===== src/rtl/uart_tx_mmio.sv =====
`default_nettype none
// ============================================================================
// Module   : uart_tx_mmio
// Purpose  : Memory-mapped 8N1 UART transmitter on the CPU external data bus.
//            Stores to TXDATA are queued in a FIFO and serialized on tx; loads
//            return registered data one cycle after the access.
// Revision : 1.0 - initial release
// ============================================================================
module uart_tx_mmio #(
    parameter logic [31:0] BASE_ADDR   = 32'hFFFF_FF00,
    parameter int          FIFO_DEPTH  = 8,
    parameter logic [15:0] DEFAULT_DIV = 16'd434
) (
    input  logic        CLK,
    input  logic        Reset,
    input  logic [31:0] ADDR,
    input  logic [31:0] Data_BUS_WRITE,
    input  logic        CS,
    input  logic        WE,
    output logic [31:0] Data_BUS_READ,
    output logic        tx
);

    localparam int                   c_ptr_w     = (FIFO_DEPTH > 1) ? $clog2(FIFO_DEPTH) : 1;
    localparam int                   c_cnt_w     = c_ptr_w + 1;
    localparam logic [c_cnt_w-1:0]   c_depth     = c_cnt_w'(FIFO_DEPTH);
    localparam logic [c_cnt_w-1:0]   c_cnt_one   = c_cnt_w'(1);
    localparam logic [c_ptr_w-1:0]   c_ptr_one   = c_ptr_w'(1);
    localparam logic [1:0]           c_reg_txd   = 2'd0;
    localparam logic [1:0]           c_reg_stat  = 2'd1;
    localparam logic [1:0]           c_reg_baud  = 2'd2;
    localparam logic [1:0]           c_reg_ctrl  = 2'd3;

    typedef enum logic [1:0] {
        S_IDLE  = 2'd0,
        S_START = 2'd1,
        S_DATA  = 2'd2,
        S_STOP  = 2'd3
    } state_t;

    // Architectural registers
    logic [15:0]        baud_q;
    logic               en_q;
    logic               ovf_q;
    logic [31:0]        rdata_q;

    // FIFO storage and bookkeeping
    logic [7:0]         mem_q [FIFO_DEPTH];
    logic [c_ptr_w-1:0] wr_ptr_q;
    logic [c_ptr_w-1:0] rd_ptr_q;
    logic [c_cnt_w-1:0] count_q;

    // Serializer
    state_t             state_q;
    logic [7:0]         shift_q;
    logic [2:0]         bit_q;
    logic [15:0]        timer_q;
    logic [15:0]        div_lat_q;
    logic               tx_q;

    logic               w_sel;
    logic [1:0]         w_reg;
    logic               w_wr;
    logic               w_rd;
    logic               w_full;
    logic               w_empty;
    logic               w_busy;
    logic               w_push_req;
    logic               w_push;
    logic               w_bit_end;
    logic               w_pop;
    logic [31:0]        w_rmux;
    logic               w_unused_bits;

    assign w_sel      = !CS && (ADDR[31:4] == BASE_ADDR[31:4]);
    assign w_reg      = ADDR[3:2];
    assign w_wr       = w_sel && WE;
    assign w_rd       = w_sel && !WE;
    assign w_full     = (count_q == c_depth);
    assign w_empty    = (count_q == '0);
    assign w_busy     = (state_q != S_IDLE);
    // Fullness is judged on the pre-edge count, so a pop in the same cycle
    // does not rescue a push into a full FIFO.
    assign w_push_req = w_wr && (w_reg == c_reg_txd);
    assign w_push     = w_push_req && !w_full;
    assign w_bit_end  = (timer_q == 16'd0);
    // A new frame starts either from idle or straight out of a finished stop bit.
    assign w_pop      = en_q && !w_empty &&
                        ((state_q == S_IDLE) || ((state_q == S_STOP) && w_bit_end));

    assign w_unused_bits = ^{ADDR[1:0], Data_BUS_WRITE[31:16]};

    assign Data_BUS_READ = rdata_q;
    assign tx            = tx_q;

    // Register read multiplexer
    always_comb begin
        w_rmux = 32'd0;
        case (w_reg)
            c_reg_stat: w_rmux = {24'd0, 4'(count_q), ovf_q, w_empty, w_full, w_busy};
            c_reg_baud: w_rmux = {16'd0, baud_q};
            c_reg_ctrl: w_rmux = {31'd0, en_q};
            default:    w_rmux = 32'd0;
        endcase
    end

    // Control registers, sticky overflow and registered load data
    always_ff @(posedge CLK) begin
        if (Reset) begin
            baud_q  <= DEFAULT_DIV;
            en_q    <= 1'b1;
            ovf_q   <= 1'b0;
            rdata_q <= 32'd0;
        end else begin
            rdata_q <= w_rd ? w_rmux : 32'd0;
            if (w_wr) begin
                case (w_reg)
                    c_reg_stat: if (Data_BUS_WRITE[3]) ovf_q <= 1'b0;
                    c_reg_baud: baud_q <= (Data_BUS_WRITE[15:0] == 16'd0) ? 16'd1
                                                                          : Data_BUS_WRITE[15:0];
                    c_reg_ctrl: en_q <= Data_BUS_WRITE[0];
                    default: ;
                endcase
            end
            if (w_push_req && w_full) ovf_q <= 1'b1;
        end
    end

    // FIFO data storage (no reset needed; validity tracked by count)
    always_ff @(posedge CLK) begin
        if (w_push) mem_q[wr_ptr_q] <= Data_BUS_WRITE[7:0];
    end

    // FIFO pointers and occupancy
    always_ff @(posedge CLK) begin
        if (Reset) begin
            wr_ptr_q <= '0;
            rd_ptr_q <= '0;
            count_q  <= '0;
        end else begin
            if (w_push) wr_ptr_q <= wr_ptr_q + c_ptr_one;
            if (w_pop)  rd_ptr_q <= rd_ptr_q + c_ptr_one;
            case ({w_push, w_pop})
                2'b10:   count_q <= count_q + c_cnt_one;
                2'b01:   count_q <= count_q - c_cnt_one;
                default: ;
            endcase
        end
    end

    // Frame serializer: start, 8 data bits LSB first, stop; divisor latched per frame
    always_ff @(posedge CLK) begin
        if (Reset) begin
            state_q   <= S_IDLE;
            tx_q      <= 1'b1;
            shift_q   <= 8'd0;
            bit_q     <= 3'd0;
            timer_q   <= 16'd0;
            div_lat_q <= DEFAULT_DIV;
        end else begin
            case (state_q)
                S_IDLE: begin
                    if (w_pop) begin
                        state_q   <= S_START;
                        tx_q      <= 1'b0;
                        shift_q   <= mem_q[rd_ptr_q];
                        div_lat_q <= baud_q;
                        timer_q   <= baud_q - 16'd1;
                    end
                end
                S_START: begin
                    if (w_bit_end) begin
                        state_q <= S_DATA;
                        tx_q    <= shift_q[0];
                        bit_q   <= 3'd0;
                        timer_q <= div_lat_q - 16'd1;
                    end else begin
                        timer_q <= timer_q - 16'd1;
                    end
                end
                S_DATA: begin
                    if (w_bit_end) begin
                        timer_q <= div_lat_q - 16'd1;
                        if (bit_q == 3'd7) begin
                            state_q <= S_STOP;
                            tx_q    <= 1'b1;
                        end else begin
                            shift_q <= {1'b0, shift_q[7:1]};
                            tx_q    <= shift_q[1];
                            bit_q   <= bit_q + 3'd1;
                        end
                    end else begin
                        timer_q <= timer_q - 16'd1;
                    end
                end
                S_STOP: begin
                    if (w_bit_end) begin
                        if (w_pop) begin
                            state_q   <= S_START;
                            tx_q      <= 1'b0;
                            shift_q   <= mem_q[rd_ptr_q];
                            div_lat_q <= baud_q;
                            timer_q   <= baud_q - 16'd1;
                        end else begin
                            state_q <= S_IDLE;
                        end
                    end else begin
                        timer_q <= timer_q - 16'd1;
                    end
                end
                default: begin
                    state_q <= S_IDLE;
                    tx_q    <= 1'b1;
                end
            endcase
        end
    end

endmodule
`default_nettype wire


===== config.mk =====
export PLATFORM = sky130hd
export DESIGN_NAME = uart_tx_mmio
export DESIGN_NICKNAME = d
export VERILOG_FILES = /design/src/rtl/uart_tx_mmio.sv
export SDC_FILE = /design/constraint.sdc
export NUM_CORES = 1
export LEC_CHECK = 0
export CORE_ASPECT_RATIO = 1.5
export CORE_MARGIN = 8
export CORE_UTILIZATION = 41
export CTS_CLUSTER_DIAMETER = 40
export CTS_CLUSTER_SIZE = 25
export DETAILED_ROUTE_END_ITERATION = 6
export MAX_ROUTING_LAYER = met4
export PLACE_DENSITY = 0.64
export SKIP_CTS_REPAIR_TIMING = 1
export SYNTH_ARGS = -nofsm -noshare
export SYNTH_HDL_FRONTEND = slang
export SYNTH_SLANG_ARGS = --single-unit

===== constraint.sdc =====
create_clock -name CLK -period 3.6 [get_ports CLK]
set_input_delay 0.36 -clock CLK [delete_from_list [all_inputs] [get_ports CLK]]
set_output_delay 0.36 -clock CLK [all_outputs]
set_load 0.01 [all_outputs]

==> metrics.txt, run 1 <==
# TYPE chip_impl_metric gauge
chip_impl_metric{name="seq_area_frac_synth",unit=""} 0.500
chip_impl_metric{name="cts.htree.levels",unit=""} 4
chip_impl_info{name="timing.rr.start",value="timer_q[0]"} 1
chip_impl_metric{name="core_outline_area",unit="sq mm"} 0.0183
chip_impl_metric{name="pwr_dens",unit="mW/mm^2"} 436
chip_impl_info{name="hp-start",value="Reset"} 1
chip_impl_metric{name="switchingPower",unit="uW"} 1020
chip_impl_metric{name="final-setup-viol-count",unit=""} 0
chip_impl_metric{name="period_needed",unit="ns"} 2.92
chip_impl_info{name="ranking_of_synthesized_cells_by_instance_count",value="sky130_fd_sc_hd__dfxtp_1, sky130_fd_sc_hd__nor2_1, sky130_fd_sc_hd__edfxtp_1, sky130_fd_sc_hd__nand2_1, sky130_fd_sc_hd__clkbuf_1"} 1
chip_impl_info{name="synthDominantAreaCellType",value="sky130_fd_sc_hd__edfxtp_1"} 1
chip_impl_metric{name="power.ir.vdd_worst",unit="mV"} 0.384
chip_impl_metric{name="yosysWarningCount",unit=""} 0
chip_impl_metric{name="fin_tns_setup",unit="ns"} 0
chip_impl_metric{name="synth-edff-count",unit=""} 64
chip_impl_info{name="hold_path_class",value="primary input to flip-flop"} 1
chip_impl_metric{name="groute.layer.met2.usage",unit=""} 0.317
chip_impl_metric{name="dpl_hpwl",unit="um"} 14200
chip_impl_metric{name="final_net_count",unit=""} 860
chip_impl_metric{name="syn_to_final_growth",unit="%"} 19.0
chip_impl_metric{name="number_of_diodes",unit=""} 0
chip_impl_metric{name="worstMarginPinSlew",unit="ns"} 0.852
chip_impl_metric{name="syn_inst",unit=""} 716
chip_impl_metric{name="drtPass1Iterations",unit=""} 4
chip_impl_metric{name="wl_per_cell",unit="um"} 18.6
chip_impl_metric{name="total_power",unit="uW"} 3930
chip_impl_metric{name="skew",unit="ns"} 0.0153
chip_impl_metric{name="worstHoldPathCells",unit=""} 2
chip_impl_metric{name="number_of_pins_with_negative_max_slew_slack_in_the_final_report",unit=""} 0
chip_impl_info{name="synth_flop_cell",value="sky130_fd_sc_hd__dfxtp_1"} 1
chip_impl_metric{name="routed-via-count",unit=""} 5644
chip_impl_metric{name="power.share.combinational",unit=""} 0.066
chip_impl_metric{name="power_frac_seq",unit=""} 0.473
chip_impl_metric{name="global_placement_routability_congestion",unit=""} 0.859
chip_impl_metric{name="postSynthAreaPerCell",unit="sq um"} 10.6
chip_impl_metric{name="maxClockFrequency",unit="GHz"} 0.342
chip_impl_metric{name="cts_buffers",unit=""} 17
chip_impl_info{name="tritoncts",value="done"} 1
chip_impl_metric{name="finalHoldViolCount",unit=""} 0
chip_impl_metric{name="first_global_vias",unit=""} 5981
chip_impl_metric{name="worst_r2r_path_depth",unit=""} 13
chip_impl_metric{name="cts.reportedPaths.clkPinSlew",unit="ns"} 0.07
chip_impl_metric{name="grt_use_met3",unit=""} 0.0269
chip_impl_info{name="crit_path_start_kind",value="flip-flop"} 1
chip_impl_metric{name="cts.path.max_buffers",unit=""} 2
chip_impl_metric{name="clk_latency",unit="ns"} 0.43
chip_impl_metric{name="max_cap_viol_count",unit=""} 0
chip_impl_metric{name="drive_gt1_frac",unit=""} 0.118
chip_impl_metric{name="drt-total-wl",unit="um"} 18700
chip_impl_metric{name="synth_area",unit="sq mm"} 0.00757
chip_impl_metric{name="final_util",unit=""} 0.492
chip_impl_metric{name="floorplan.initialDensity",unit=""} 0.413
chip_impl_metric{name="grt_antenna_before_repair",unit=""} 0
chip_impl_metric{name="rows",unit=""} 61
chip_impl_info{name="criticalPathCategory",value="flip-flop to flip-flop"} 1
chip_impl_info{name="cts-root-buf",value="sky130_fd_sc_hd__clkbuf_16"} 1
chip_impl_metric{name="relSlewSlack",unit=""} 0.432
chip_impl_metric{name="floorplan.io_pins",unit=""} 101
chip_impl_metric{name="drt_iter0_drc",unit=""} 320
chip_impl_metric{name="ys_async_sr_fraction",unit=""} 0
chip_impl_info{name="synthMostInstantiatedCell",value="sky130_fd_sc_hd__dfxtp_1"} 1
chip_impl_metric{name="critPathRequiredTime",unit="ns"} 3.90
chip_impl_metric{name="die_width",unit="um"} 127
chip_impl_info{name="netlist_top_cells_area",value="sky130_fd_sc_hd__edfxtp_1, sky130_fd_sc_hd__dfxtp_1, sky130_fd_sc_hd__mux4_2"} 1
chip_impl_metric{name="fin_ws",unit="ns"} 0.677
chip_impl_metric{name="maximum_number_of_pins_on_one_net_before_global_route_repair",unit=""} 51
chip_impl_metric{name="power_frac_clock",unit=""} 0.461
chip_impl_metric{name="final_critical_path_share_of_the_clock_period",unit=""} 0.812
chip_impl_metric{name="post_drt_via_cell_ratio",unit=""} 5.59
chip_impl_info{name="unrepaired_setup_endpoints_after_global_routing",value="no"} 1
chip_impl_metric{name="clock_sink_count",unit=""} 157
chip_impl_metric{name="static_leak",unit="uW"} 0.00319
chip_impl_metric{name="global_route_usage_sum",unit=""} 0.171
chip_impl_metric{name="chipHeight",unit="um"} 182
chip_impl_metric{name="grt_util_met1",unit=""} 0.175
chip_impl_metric{name="power.share.switching",unit=""} 0.260
chip_impl_metric{name="grt.overflow.total",unit=""} 0
chip_impl_metric{name="ant_nets",unit=""} 0
chip_impl_metric{name="drc_errors",unit=""} 0
chip_impl_metric{name="placement.setup.worst_slack",unit="ns"} 0.280
chip_impl_metric{name="worst-path-max-fanout",unit=""} 5
chip_impl_info{name="status",value="finished clean"} 1
chip_impl_info{name="worstSetupStartpoint",value="timer_q[0]"} 1
chip_impl_metric{name="crit_arrival",unit="ns"} 3.22
chip_impl_metric{name="grt_pass1_wl",unit="um"} 30700
chip_impl_metric{name="synth_cell_type_count",unit=""} 73
chip_impl_metric{name="internal_power",unit="uW"} 2910
chip_impl_metric{name="die_area",unit="sq mm"} 0.0232
chip_impl_info{name="grt-busiest-layer",value="met2"} 1
chip_impl_metric{name="synth_top_area_frac",unit=""} 0.254
chip_impl_metric{name="postSynthRegisterBits",unit=""} 157
chip_impl_metric{name="io_buffer_count",unit=""} 66
chip_impl_info{name="worstSetupEndpointType",value="flip-flop"} 1
layout by cell type (no fill, tap or decap), types with 5 or more instances in the layout:
master	instances
sky130_fd_sc_hd__clkbuf_16	17
sky130_fd_sc_hd__buf_4	20
sky130_fd_sc_hd__nand3_1	12
sky130_fd_sc_hd__a22oi_1	17
sky130_fd_sc_hd__nand4_1	10
sky130_fd_sc_hd__or3_1	6
sky130_fd_sc_hd__xor2_1	20
sky130_fd_sc_hd__inv_1	12
sky130_fd_sc_hd__nand2b_1	6
sky130_fd_sc_hd__a211o_1	6
sky130_fd_sc_hd__clkinv_8	5
sky130_fd_sc_hd__and2_1	9
sky130_fd_sc_hd__mux2i_1	28
sky130_fd_sc_hd__nand2_1	53
sky130_fd_sc_hd__o31ai_1	5
sky130_fd_sc_hd__nor2_1	84
sky130_fd_sc_hd__nor4_1	15
sky130_fd_sc_hd__nor2b_1	8
sky130_fd_sc_hd__nor3_1	17
sky130_fd_sc_hd__a22o_1	9
sky130_fd_sc_hd__inv_8	6
sky130_fd_sc_hd__dfxtp_1	93
sky130_fd_sc_hd__clkdlybuf4s50_1	65
sky130_fd_sc_hd__xnor2_1	20
sky130_fd_sc_hd__mux4_2	16
sky130_fd_sc_hd__ha_1	16
sky130_fd_sc_hd__a21oi_1	28
sky130_fd_sc_hd__o21ai_0	23
sky130_fd_sc_hd__conb_1	16
sky130_fd_sc_hd__edfxtp_1	64
cell families after synthesis:
kind of cell / Yosys count / synth area share
adders and majority gates: 16 / 0.0264
buffers and inverters: 73 / 0.0471
and+or+nand+nor: 256 / 0.177
muxes: 45 / 0.0861
DFF: 157 / 0.500
AOI/OAI and AO/OA: 128 / 0.117
xor gates and xnor gates: 40 / 0.0463
other: 1 / 0.000495
critical path: stages, from the launching register on:
cell and delay (ns):
sky130_fd_sc_hd__dfxtp_1 0.34, sky130_fd_sc_hd__inv_1 0.12, sky130_fd_sc_hd__ha_1 0.23, sky130_fd_sc_hd__nor3b_1 0.31, sky130_fd_sc_hd__nand4_2 0.16, sky130_fd_sc_hd__o21a_1 0.27
sky130_fd_sc_hd__inv_2 0.09, sky130_fd_sc_hd__ha_1 0.25, sky130_fd_sc_hd__or3b_2 0.47, sky130_fd_sc_hd__o21ai_0 0.10, sky130_fd_sc_hd__nand3b_1 0.10, sky130_fd_sc_hd__a21oi_1 0.17
sky130_fd_sc_hd__xnor2_1 0.13, sky130_fd_sc_hd__nor2_1 0.05
metrics by stage:
| stage | hold WS [ns] | cell area, sq um | std cells |
|---|---|---|---|
| 2_1_floorplan | 0.432 | 7630 | 731 |
| 3_3_place_gp | 0.441 | 8410 | 977 |
| 3_5_place_dp | 0.451 | 8410 | 977 |
| 4_1_cts | 0.307 | 9020 | 1009 |
| 5_1_grt | 0.320 | 9020 | 1009 |
| 6_report | 0.313 | 9020 | 1009 |
final cells by class:
class                           count  area, sq um
Clock buffer                       17          425
Clock inverter                     15          184
Fill cell                        1628         9300
Inverter                           13         48.8
Multi-Input combinational cell    501         3490
Sequential cell                   157         3780
Tap cell                          220          275
Timing Repair Buffer               86          806
worst paths after layout:
kind                                   end  slack (ns)
worst min-delay path              bit_q[2]        0.31
worst max register to register  count_q[3]        0.68
worst max-delay path            count_q[3]        0.68
worst min register to register          tx        0.47
metal layers:
layer  vias to the layer above  part of all wire  wire, um
li1                       2725                 -         -
met1                      2760              0.39      7230
met2                       136              0.56     10600
met3                        23             0.032       603
met4                         0             0.017       317
met5                         -                 0         0
power by group through the flow:
| stage | logic (uW) | clock network [uW] | registers [uW] |
|---|---|---|---|
| after floorplan | 154 | 0 | 1900 |
| after global placement | 250 | 0 | 1900 |
| after detailed placement | 256 | 0 | 1900 |
| after CTS | 258 | 1840 | 1860 |
| after global routing | 282 | 1910 | 1860 |
| final | 259 | 1810 | 1860 |
registers in the layout, indices dropped and copies added (netlist names), named ones only:
signal         flops
mem_q             64
Data_BUS_READ     16
baud_q            16
div_lat_q         16
timer_q           16
shift_q            8
count_q            4
bit_q              3
rd_ptr_q           3
wr_ptr_q           3
state_q            2
en_q               1
ovf_q              1
tx                 1
Power figures use the tool's default switching activity.
==> run 2, diff against run 1 <==
clock period = 2.84 ns   (was 3.6 ns; I/O delays follow)
==> run 2 against run 1 <==
  * Count of clock-buffer cells in the layout unchanged
  * Die area did not move
  * Maximum frequency is 7.4% higher
  * Global-route usage grew 0.41 points
  * Critical path depth fell by 1
  * Power increased by 26%
  * Register-to-register slack got worse by 0.56 ns
  * Largest power group unchanged
==> metrics.txt, run 2 (synthesis results as in run 1) <==
# TYPE chip_impl_metric gauge
chip_impl_info{name="largest-register",value="mem_q"} 1
chip_impl_metric{name="clk_latency",unit="ns"} 0.43
chip_impl_metric{name="number_of_diodes",unit=""} 0
chip_impl_metric{name="number_of_pins_with_negative_max_slew_slack_in_the_final_report",unit=""} 0
chip_impl_info{name="worstSetupEndpointType",value="flip-flop"} 1
chip_impl_metric{name="core_outline_area",unit="sq mm"} 0.0183
chip_impl_metric{name="seq_area",unit="sq mm"} 0.00379
chip_impl_metric{name="placement.setup.worst_slack",unit="ns"} -0.206
chip_impl_metric{name="relSlewSlack",unit=""} 0.455
chip_impl_metric{name="finish.instance_area",unit="sq mm"} 0.00932
chip_impl_metric{name="drtPass1Iterations",unit=""} 5
chip_impl_metric{name="skew",unit="ns"} 0.0109
chip_impl_metric{name="place_inst",unit=""} 1005
chip_impl_metric{name="global_route_usage_sum",unit=""} 0.175
chip_impl_metric{name="post_drt_via_cell_ratio",unit=""} 5.63
chip_impl_info{name="criticalPathCategory",value="flip-flop to flip-flop"} 1
chip_impl_metric{name="critPathRequiredTime",unit="ns"} 3.15
chip_impl_info{name="final_cell_mix",value="sky130_fd_sc_hd__dfxtp_1, sky130_fd_sc_hd__nor2_1, sky130_fd_sc_hd__clkdlybuf4s50_1"} 1
chip_impl_metric{name="worstHoldPathCells",unit=""} 2
chip_impl_metric{name="pwr_dens",unit="mW/mm^2"} 533
chip_impl_info{name="slowest_stage",value="sky130_fd_sc_hd__or3b_2"} 1
chip_impl_metric{name="cts.path.max_buffers",unit=""} 2
chip_impl_metric{name="final-instance-count-excl-fill",unit=""} 1043
chip_impl_info{name="critical-path-top-delay-family",value="compound AO/OA/AOI/OAI gates"} 1
chip_impl_info{name="path_cells",value="o41a_1, nand2_2, o21a_1, inv_2, ha_2, buf_4, or3b_2, o21ai_2, nand3b_1, a21oi_2, xnor2_1, nor2_1"} 1
chip_impl_metric{name="wl_per_cell",unit="um"} 18.6
chip_impl_metric{name="rows",unit=""} 61
chip_impl_info{name="tritoncts",value="done"} 1
chip_impl_metric{name="multi_input_area",unit="sq mm"} 0.00354
chip_impl_metric{name="cp_num_buf_inv",unit=""} 2
chip_impl_metric{name="cts_buffers",unit=""} 17
chip_impl_metric{name="drt-total-wl",unit="um"} 19400
chip_impl_metric{name="crit_arrival",unit="ns"} 3.03
chip_impl_metric{name="drc_errors",unit=""} 0
chip_impl_metric{name="syn_to_final_growth",unit="%"} 23.0
chip_impl_info{name="hold_path_class",value="primary input to flip-flop"} 1
chip_impl_metric{name="die_area",unit="sq mm"} 0.0232
chip_impl_metric{name="floorplan.io_pins",unit=""} 101
chip_impl_metric{name="final-setup-viol-count",unit=""} 0
chip_impl_metric{name="first_global_vias",unit=""} 6002
chip_impl_metric{name="clock_sink_count",unit=""} 157
chip_impl_metric{name="dpl_cell_area",unit="sq mm"} 0.00864
chip_impl_metric{name="max_cap_viol_count",unit=""} 0
chip_impl_metric{name="finalHoldViolCount",unit=""} 0
chip_impl_metric{name="worst-path-max-fanout",unit=""} 4
chip_impl_metric{name="period_needed",unit="ns"} 2.72
chip_impl_metric{name="power.ir.vdd_worst",unit="mV"} 0.608
chip_impl_metric{name="cts.reportedPaths.clkPinSlew",unit="ns"} 0.07
chip_impl_metric{name="maxClockFrequency",unit="GHz"} 0.367
chip_impl_metric{name="floorplan.initialDensity",unit=""} 0.413
chip_impl_metric{name="drt_iter0_drc",unit=""} 338
chip_impl_metric{name="maximum_number_of_pins_on_one_net_before_global_route_repair",unit=""} 36
chip_impl_info{name="crit_path_start_kind",value="flip-flop"} 1
chip_impl_info{name="final_common_cell",value="sky130_fd_sc_hd__dfxtp_1"} 1
chip_impl_metric{name="routed-via-count",unit=""} 5870
chip_impl_metric{name="dpl_hpwl",unit="um"} 14400
chip_impl_metric{name="chipHeight",unit="um"} 182
chip_impl_metric{name="global_placement_routability_congestion",unit=""} 0.865
chip_impl_metric{name="critical_path_depth",unit=""} 12
chip_impl_metric{name="cts.htree.levels",unit=""} 4
chip_impl_metric{name="io_buffer_count",unit=""} 66
chip_impl_info{name="unrepaired_setup_endpoints_after_global_routing",value="no"} 1
chip_impl_metric{name="ant_nets",unit=""} 0
chip_impl_metric{name="final_net_count",unit=""} 894
chip_impl_info{name="cts-root-buf",value="sky130_fd_sc_hd__clkbuf_16"} 1
chip_impl_metric{name="worst_r2r_path_depth",unit=""} 12
chip_impl_info{name="status",value="finished clean"} 1
chip_impl_metric{name="critPathMaxStageDelay",unit="ns"} 0.45
chip_impl_metric{name="grt_antenna_before_repair",unit=""} 0
chip_impl_metric{name="nFillCells",unit=""} 1632
chip_impl_metric{name="grt.overflow.total",unit=""} 0
chip_impl_metric{name="die_width",unit="um"} 127
chip_impl_metric{name="drive_gt1_frac",unit=""} 0.168
chip_impl_metric{name="fin_ws",unit="ns"} 0.118
chip_impl_metric{name="worstMarginPinSlew",unit="ns"} 0.816
chip_impl_metric{name="final_critical_path_share_of_the_clock_period",unit=""} 0.958
chip_impl_metric{name="static_leak",unit="uW"} 0.00337
chip_impl_metric{name="grt_pass1_wl",unit="um"} 31200
chip_impl_metric{name="largest_register_ff_count",unit=""} 64
==> run 2: final timing paths <==
kind              slack (ns)  startpoint    endpoint
setup / recovery        0.12        en_q  count_q[3]
hold reg to reg         0.47  shift_q[7]  shift_q[7]
hold / removal          0.35       Reset    bit_q[2]
setup reg to reg        0.12        en_q  count_q[3]
==> run 2: area by class of cell <==
cell class / count / area share
clock buffer: 17 / 0.0457
clock inverter: 15 / 0.0173
inverter: 13 / 0.00524
multi-input combinational: 501 / 0.380
sequential: 157 / 0.407
tap: 220 / 0.0295
timing repair buffer: 120 / 0.115
==> run 2: per-stage QoR <==
step / power (uW) / hold slack [ns] / setup TNS (ns) / util
floorplan: 2600 / 0.383 / 0 / -
global placement: 2740 / 0.443 / -0.143 / 0.472
detailed placement: 2750 / 0.457 / -0.450 / 0.472
CTS: 4990 / 0.343 / -0.0488 / 0.504
global route: 5110 / 0.355 / 0 / 0.509
finish: 4960 / 0.348 / 0 / 0.509
==> run 2: layer usage <==
| metal | track usage | wire length, um | up-vias |
|---|---|---|---|
| met4 | 0.0850 | 680 | 0 |
| met2 | 0.319 | 10600 | 200 |
| met1 | 0.178 | 7300 | 2830 |
| met5 | - | 0 | - |
| li1 | - | - | 2789 |
| met3 | 0.0260 | 844 | 51 |
==> run 2: report_power, final <==
| group | internal, uW | total, uW | leakage [uW] | switching, uW |
|---|---|---|---|---|
| Combinational | 148 | 346 | 0.00176 | 198 |
| Clock | 1190 | 2260 | 0.000291 | 1080 |
| Sequential | 2350 | 2360 | 0.00133 | 6.67 |
| Total | 3680 | 4960 | 0.00337 | 1280 |
